[src/rtl/criq_alloc_stage_pkg.sv]
// Shared definitions for the CRIQ allocation stage: tag width default,
// FSM state encoding and perf counter type.
package criq_alloc_stage_pkg;

    localparam int CRIQWIDE_DEF = 5;
    localparam int PERF_W       = 16;

    typedef logic [PERF_W-1:0] perf_t;

    localparam perf_t PERF_ONE = perf_t'(1);
    localparam perf_t PERF_MAX = '1;

    typedef enum logic {
        RUN        = 1'b0,
        FLUSH_WAIT = 1'b1
    } alloc_state_e;

    // Saturating increment shared by both perf counters.
    function automatic perf_t perf_inc(input perf_t cnt);
        return (cnt == PERF_MAX) ? cnt : cnt + PERF_ONE;
    endfunction

endpackage

[src/rtl/criq_ret_reg.sv]
// Retire push register: forwards one retired tag per cycle to the free-tag
// queue and records a sticky overflow if a push is attempted while full.
module criq_ret_reg #(
    parameter int CRIQWIDE = 5
) (
    input  logic                Clk,
    input  logic                Rest,
    input  logic                i_ret_valid,
    input  logic [CRIQWIDE-1:0] i_ret_tag,
    input  logic                i_flush,
    input  logic                i_full,
    output logic                o_wable,
    output logic [CRIQWIDE-1:0] o_din,
    output logic                o_overflow
);

    logic                r_wable;
    logic [CRIQWIDE-1:0] r_din;
    logic                r_overflow;
    logic                w_push;

    // A flush discards the retire in the same cycle; the queue is being reinitialised.
    assign w_push = i_ret_valid && !i_flush;

    // NOTE: sequential state uses non-blocking assignments so every flop samples pre-edge values.
    always_ff @(posedge Clk) begin
        if (Rest) begin
            r_wable    <= 1'b0;
            r_din      <= '0;
            r_overflow <= 1'b0;
        end else begin
            r_wable <= w_push;
            if (w_push) begin
                r_din <= i_ret_tag;
            end
            if (w_push && i_full) begin
                r_overflow <= 1'b1;
            end
        end
    end

    assign o_wable    = r_wable;
    assign o_din      = r_din;
    assign o_overflow = r_overflow;

endmodule

[src/rtl/criq_alloc_stage.sv]
// Allocation stage: pops one free tag per accepted uop and registers the
// (payload, tag) pair. Optional perf counters under `CRIQ_ALLOC_PERF_EN.
module criq_alloc_stage
    import criq_alloc_stage_pkg::*;
#(
    parameter int CRIQWIDE = CRIQWIDE_DEF,
    parameter int PAYLOADW = 32
) (
    input  logic                Clk,
    input  logic                Rest,
    input  logic                InValid,
    input  logic [PAYLOADW-1:0] InPayload,
    output logic                InReady,
    output logic                OutValid,
    output logic [PAYLOADW-1:0] OutPayload,
    output logic [CRIQWIDE-1:0] OutTag,
    input  logic                OutReady,
    input  logic [CRIQWIDE-1:0] CriqPreOut,
    input  logic                CriqEmpty,
    input  logic                CriqFull,
    output logic                CriqRable,
    output logic                CriqWable,
    output logic [CRIQWIDE-1:0] CriqDin,
    output logic                CriqClean,
    input  logic                Flush,
    input  logic                RetValid,
    input  logic [CRIQWIDE-1:0] RetTag,
    output logic                OverflowErr,
    output logic [PERF_W-1:0]   StallCnt,
    output logic [PERF_W-1:0]   AllocCnt
);

    alloc_state_e        r_state;
    logic                r_out_valid;
    logic [PAYLOADW-1:0] r_out_payload;
    logic [CRIQWIDE-1:0] r_out_tag;

    logic w_hold;
    logic w_in_ready;
    logic w_accept;

    // The queue's look-ahead head lets the tag be captured in the pop cycle itself.
    assign w_hold     = r_out_valid && !OutReady;
    assign w_in_ready = (r_state == RUN) && !CriqEmpty && !w_hold && !Flush;
    assign w_accept   = InValid && w_in_ready;

    always_ff @(posedge Clk) begin
        if (Rest) begin
            r_state       <= RUN;
            r_out_valid   <= 1'b0;
            r_out_payload <= '0;
            r_out_tag     <= '0;
        end else if (Flush) begin
            r_state     <= FLUSH_WAIT;
            r_out_valid <= 1'b0;
        end else begin
            case (r_state)
                RUN: begin
                    if (w_accept) begin
                        r_out_valid   <= 1'b1;
                        r_out_payload <= InPayload;
                        r_out_tag     <= CriqPreOut;
                    end else if (OutReady) begin
                        r_out_valid <= 1'b0;
                    end
                end
                FLUSH_WAIT: begin
                    r_state <= RUN;
                end
                default: begin
                    r_state <= RUN;
                end
            endcase
        end
    end

    criq_ret_reg #(
        .CRIQWIDE (CRIQWIDE)
    ) u_ret_reg (
        .Clk         (Clk),
        .Rest        (Rest),
        .i_ret_valid (RetValid),
        .i_ret_tag   (RetTag),
        .i_flush     (Flush),
        .i_full      (CriqFull),
        .o_wable     (CriqWable),
        .o_din       (CriqDin),
        .o_overflow  (OverflowErr)
    );

`ifdef CRIQ_ALLOC_PERF_EN
    perf_t r_stall_cnt;
    perf_t r_alloc_cnt;
    logic  w_stall;

    assign w_stall = (r_state == RUN) && InValid && CriqEmpty;

    always_ff @(posedge Clk) begin
        if (Rest || Flush) begin
            r_stall_cnt <= '0;
            r_alloc_cnt <= '0;
        end else begin
            if (w_stall) begin
                r_stall_cnt <= perf_inc(r_stall_cnt);
            end
            if (w_accept) begin
                r_alloc_cnt <= perf_inc(r_alloc_cnt);
            end
        end
    end

    assign StallCnt = r_stall_cnt;
    assign AllocCnt = r_alloc_cnt;
`else
    assign StallCnt = '0;
    assign AllocCnt = '0;
`endif

    assign InReady    = w_in_ready;
    assign CriqRable  = w_accept;
    assign CriqClean  = Flush;
    assign OutValid   = r_out_valid;
    assign OutPayload = r_out_payload;
    assign OutTag     = r_out_tag;

endmodule

[config.mk]
export PLATFORM = sky130hd
export DESIGN_NAME = criq_alloc_stage
export DESIGN_NICKNAME = d
export VERILOG_FILES = /design/src/rtl/criq_alloc_stage_pkg.sv /design/src/rtl/criq_ret_reg.sv /design/src/rtl/criq_alloc_stage.sv
export SDC_FILE = /design/constraint.sdc
export NUM_CORES = 1
export LEC_CHECK = 0
export ABC_CLOCK_PERIOD_IN_PS = 1900
export BUFFER_PORTS_ARGS = -buffer_cell sky130_fd_sc_hd__buf_2
export CORE_UTILIZATION = 42
export DETAILED_ROUTE_END_ITERATION = 16
export HOLD_SLACK_MARGIN = 0.02
export PLACE_DENSITY = 0.87
export SETUP_SLACK_MARGIN = 0.15
export SYNTH_ARGS = -nofsm -noshare
export SYNTH_HDL_FRONTEND = slang
export SYNTH_SLANG_ARGS = --single-unit
[constraint.sdc]
create_clock -name Clk -period 1.9 [get_ports Clk]
set_clock_uncertainty 0.15 [all_clocks]
set_input_delay 0.38 -clock Clk [delete_from_list [all_inputs] [get_ports Clk]]
set_output_delay 0.38 -clock Clk [all_outputs]
set_load 0.01 [all_outputs]
# After elaboration in Yosys (flattened, before gate mapping)

Cells that the tools add are included.

Logic and storage cells: 27
Register bits: 46
Input port bits: 50
Output and inout bits: 80

Bitwise logic cells: 2
Multiplexer cells: 3
Reduce and logical (&&, ||, !) cells: 15

Operator list:

| operator          | count |
|---|---|
| $logic_and 1x1->1 | 7 |
| $logic_not 1->1   | 4 |
| $mux 1            | 3 |
| $reduce_and 3->1  | 1 |
| $not 1->1         | 2 |
| $reduce_and 2->1  | 1 |
| $reduce_bool 2->1 | 1 |
| $reduce_or 2->1   | 1 |

# Logic depth before layout (Yosys ltp)

Depth after elaboration: 8
Mapped depth: 6
Mapped depth without buffers: 3

# Cells and area by module

A second synthesis with hierarchy kept.

Cells, all modules: 233
Area, all modules: 2301.0 um^2

Modules (own cells, without submodules):

| module           | cells each | area an instance (um^2) | instances | seq. area each (um^2) |
|---|---|---|---|---|
| criq_alloc_stage | 205        | 2009.4                  | 1         | 780.7 |
| criq_ret_reg     | 28         | 291.5                   | 1         | 140.1 |

# Least setup slack after synthesis

Ideal clock, no wire load.

Kind: reg-to-output
Start: register r_out_valid (netlist: OutValid)
End: output port CriqRable
Path slack: 0.291 ns
Required time: 1.370 ns
Cell stages (with the launch flop): 5
Arrival: 1.079 ns
Path buffers: 2
Path through: dfxtp_1 -> nor2b_4 -> nor4_4 -> buf_6 -> buf_6

Longest elaborated chain between the ends: 5

Ends and longest elaborated chain:

| item                            | RTL line               | source |
|---|---|---|
| from (decl)                     | criq_alloc_stage.sv:34 | `logic r_out_valid;` |
| from (signal assigned)          | criq_alloc_stage.sv:50 | `r_out_valid <= 1'b0;` |
| from (signal assigned)          | criq_alloc_stage.sv:55 | `r_out_valid <= 1'b0;` |
| from (signal assigned)          | criq_alloc_stage.sv:60 | `r_out_valid <= 1'b1;` |
| $logic_and 1x1->1               | criq_alloc_stage.sv:43 | `assign w_hold = r_out_valid && !OutReady;` |
| $logic_not 1->1                 | criq_alloc_stage.sv:44 | `assign w_in_ready = (r_state == RUN) && !CriqEmpty && !w_hold && !Flush;` |
| $logic_and 1x1->1 (2 in series) | criq_alloc_stage.sv:44 |  |
| $logic_and 1x1->1               | criq_alloc_stage.sv:45 | `assign w_accept = InValid && w_in_ready;` |
| to (decl)                       | criq_alloc_stage.sv:21 | `output logic CriqRable,` |

No other way between the ends.

# Worst setup path after layout

Same ends and word-level chain as after synthesis.

==> impl_results.rst <==
.. list-table::
   :header-rows: 1

   * - Metric
     - Value
   * - Status
     - finished, final reports clean
   * - Initial antenna violation count
     - 0
   * - First-iteration detailed-routing DRC count
     - 38
   * - Placeable core region
     - 4723 µm²
   * - Prevailing post-synth register cell
     - dfxtp_1
   * - Multi-input gate area
     - 938.4 µm²
   * - Number of cells on the worst reg-to-reg path
     - 5
   * - Vias in the first global route
     - 1549
   * - Maximum number of pins on one net before global-route repair
     - 45
   * - Storage cell area
     - 922.1 µm²
   * - Sequential-to-total area share from yosys stat
     - 44.39%
   * - Wire length reported by the detailed router
     - 3.817 mm
   * - Crit share post-route
     - 89.36%
   * - Number of primary I/O pins
     - 130
   * - Placer Congestion
     - 0.7574
   * - Flop-to-flop setup slack
     - 290 ps
   * - Effective utilization at floorplan
     - 43.92%
   * - Count of inserted antenna diode cells
     - 0
   * - Clock transition time at the flip-flop clock pins of the worst setup and hold paths
     - 80 ps
   * - End point of the most critical hold path
     - u_ret_reg.o_overflow
   * - Final antenna-violating net count
     - 0
   * - Synth top area share
     - 44.39%
   * - Most area-hungry cell type in the Yosys netlist
     - dfxtp_1
   * - Post-synthesis cell type count
     - 20
   * - Post-layout min period
     - 1698 ps
   * - Setup crit end kind
     - output port
   * - CP Class
     - register to output port
   * - Clk Tree Root Cell
     - clkbuf_8
   * - Startpoint Class
     - register
   * - Worst flop-to-flop path startpoint
     - OutValid
   * - Growth of design area from synthesis to finish
     - 23.52%
   * - Mapped Cells
     - 228
   * - R2r endpoint
     - OutPayload[1]
   * - Share of cells above drive strength 1
     - 35.40%
   * - Standard cell with the maximum stage delay on the critical path
     - dfxtp_2
   * - Type of the tightest min-delay check
     - primary input to register
   * - Finished Cell Area
     - 2562 µm²
   * - Number of pins with negative max-slew slack in the final report
     - 0
   * - Crit path launch
     - OutValid
   * - GRT overflow
     - 0
   * - Vias after detailed routing
     - 1663
   * - Synth async-reset ratio
     - 0%
   * - DIE WIDTH
     - 72.28 µm
   * - Die area
     - 5224 µm²
   * - Maximum VDD drop
     - 0.4534 mV
   * - Routed via count divided by cell count
     - 4.275
   * - Clock buffers created by TritonCTS
     - 5
   * - Die height
     - 72.28 µm
   * - Count of hold-fix buffers inserted at cts
     - 0
   * - Dpl cell area
     - 2466 µm²
   * - Most used standard cell by instance count after synthesis
     - nand2_1
   * - Detailed-routing iteration count for the pre-antenna-repair pass
     - 4
   * - Post-detailed-placement half-perimeter wirelength
     - 2.882 mm
   * - Number of buffers and inverters on the critical path
     - 1
   * - Worst hold stages
     - 2
   * - Crit path DAT
     - 1170 ps
   * - Max stage delay on crit path
     - 330 ps
   * - Leakage
     - 1.290 nW
   * - Max-capacitance violation count
     - 0
   * - Number of nets in the finished design
     - 372
   * - Buffers added on ports
     - 97
   * - Synthesized flop and latch total
     - 46
   * - Clock tree from TritonCTS
     - done
   * - Syn avg cell area
     - 9.099 µm²
   * - Largest delay contributor family on the critical path
     - simple AND/OR/NAND/NOR gates
   * - Bufs on Longest Clock Path
     - 2
   * - Setup repair after global routing missed its margin
     - true
   * - Maximum fanout along the worst path
     - 3
   * - Setup violation total in the final timing report
     - 0
   * - Global-route usage over all layers
     - 15.02%
   * - FP Rows
     - 25
   * - Startpoint of the tightest hold check path
     - CriqFull
   * - Fill count
     - 433
   * - Critical path data required time
     - 1370 ps
   * - Fin. Hold Viols
     - 0
   * - Count of warnings emitted by yosys
     - 0
   * - Final total negative setup slack
     - 0 ps
   * - Post-synthesis cell area
     - 2074 µm²
   * - Critical-path cell list
     - nor2b_4, nor4_4, buf_2
   * - Most frequent cells after synthesis
     - nand2_1 (74), dfxtp_1 (46), mux2i_1 (42), buf_4 (35), buf_2 (7)
   * - EDFF count, synth
     - 0
   * - Clk sink count
     - 46
   * - Ratio of total power to cell area
     - 706.4 nW/µm²
   * - Number of design rule violations left after detail routing
     - 0
   * - Global-route wire length before repair
     - 6.203 mm
   * - Main area contributors after synthesis
     - dfxtp_1 (44%), mux2i_1 (20%), nand2_1 (13%), buf_4 (13%), buf_2 (1.7%)
   * - CTS HTree Levels
     - 2
   * - Fmax
     - 589.0 MHz
   * - Post-detailed-route wirelength per cell
     - 9.812 µm
   * - Clock network latency to the later pin of the worst-skew pair
     - 280 ps
worst max-delay path by stage:
stage | depth (start not counted) | slack (ps) | to
2_1_floorplan | 4 | 290 | CriqRable
3_3_place_gp | 4 | 260 | OutPayload[6]
3_5_place_dp | 4 | 190 | OutPayload[23]
4_1_cts | 3 | 160 | CriqRable
5_1_grt | 3 | 140 | CriqRable
6_report | 3 | 200 | CriqRable
flip-flops by register name, indices dropped and copies added, names as in the netlist:
signal	cells
OutPayload	32
OutTag	5
OutValid	1
r_state	1
u_ret_reg.o_din	5
u_ret_reg.o_overflow	1
u_ret_reg.o_wable	1
layer usage:
metal / part of all wire (%) / global-route usage, % / vias to the layer above
met1: 42 / 15.61 / 745
li1: - / - / 841
met4: 0.37 / 4.793 / 0
met3: 7.0 / 4.306 / 2
met5: 0 / 0 / -
met2: 50 / 28.76 / 75
per-stage QoR:
step / cells / worst slack, ps / total power, mW / hold slack, ps / utilization, %
2_1_floorplan: 259 / 290.7 / 1.231 / 329.0 / -
3_3_place_gp: 381 / 260.9 / 1.271 / 288.8 / 52.21
3_5_place_dp: 381 / 185.5 / 1.276 / 297.6 / 52.21
4_1_cts: 389 / 164.0 / 1.841 / 141.0 / 54.23
5_1_grt: 389 / 143.1 / 1.906 / 147.9 / 54.25
6_report: 389 / 202.2 / 1.810 / 161.2 / 54.25
layout make-up:
cell class / instances / share of cell area [%]
clock buffer: 6 / 2.832
clock inverter: 1 / 0.2930
inverter: 2 / 0.2930
multi-input combinational: 164 / 36.62
sequential: 46 / 35.99
tap: 67 / 3.271
timing repair buffer: 103 / 20.70
cell families after synthesis:
kind of cell / Yosys count / synth area share [%]
AND/OR/NAND/NOR: 87 / 17.67
flip-flops: 46 / 44.39
AO/OA/AOI/OAI: 3 / 1.146
buffers and inverters: 49 / 16.34
other: 1 / 0.1808
multiplexers: 42 / 20.27
cell usage in the layout, fill, tap and decap left out:
| master | instances |
|---|---|
| clkinvlp_4 | 1 |
| dfxtp_1 | 45 |
| conb_1 | 32 |
| nand2b_1 | 1 |
| a22o_1 | 1 |
| nor2_1 | 6 |
| buf_2 | 97 |
| nor4_4 | 1 |
| and2_1 | 1 |
| a21boi_0 | 1 |
| inv_1 | 1 |
| nor4_1 | 1 |
| nor2b_4 | 1 |
| inv_2 | 1 |
| buf_4 | 6 |
| nand2_1 | 74 |
| o21a_1 | 1 |
| clkbuf_8 | 5 |
| mux2i_1 | 42 |
| nand2b_4 | 1 |
| clkbuf_1 | 1 |
| dfxtp_2 | 1 |
| nor2b_1 | 1 |
what timing repair did:
| item | 4_1_cts | 5_1_grt |
|---|---|---|
| resized for setup | 1 | 1 |
| pin swaps | 1 | 1 |
| endpoints found under the setup margin | 1 | 1 |
| buffers inserted | 1 | 0 |
where the power goes:
part / internal, mW / switching, mW / leakage [nW]
Clock: 0.252 / 0.301 / 0.0373
Combinational: 0.105 / 0.140 / 0.878
Sequential: 0.996 / 0.0151 / 0.374
No activity file was read; power rests on OpenSTA's default activity.
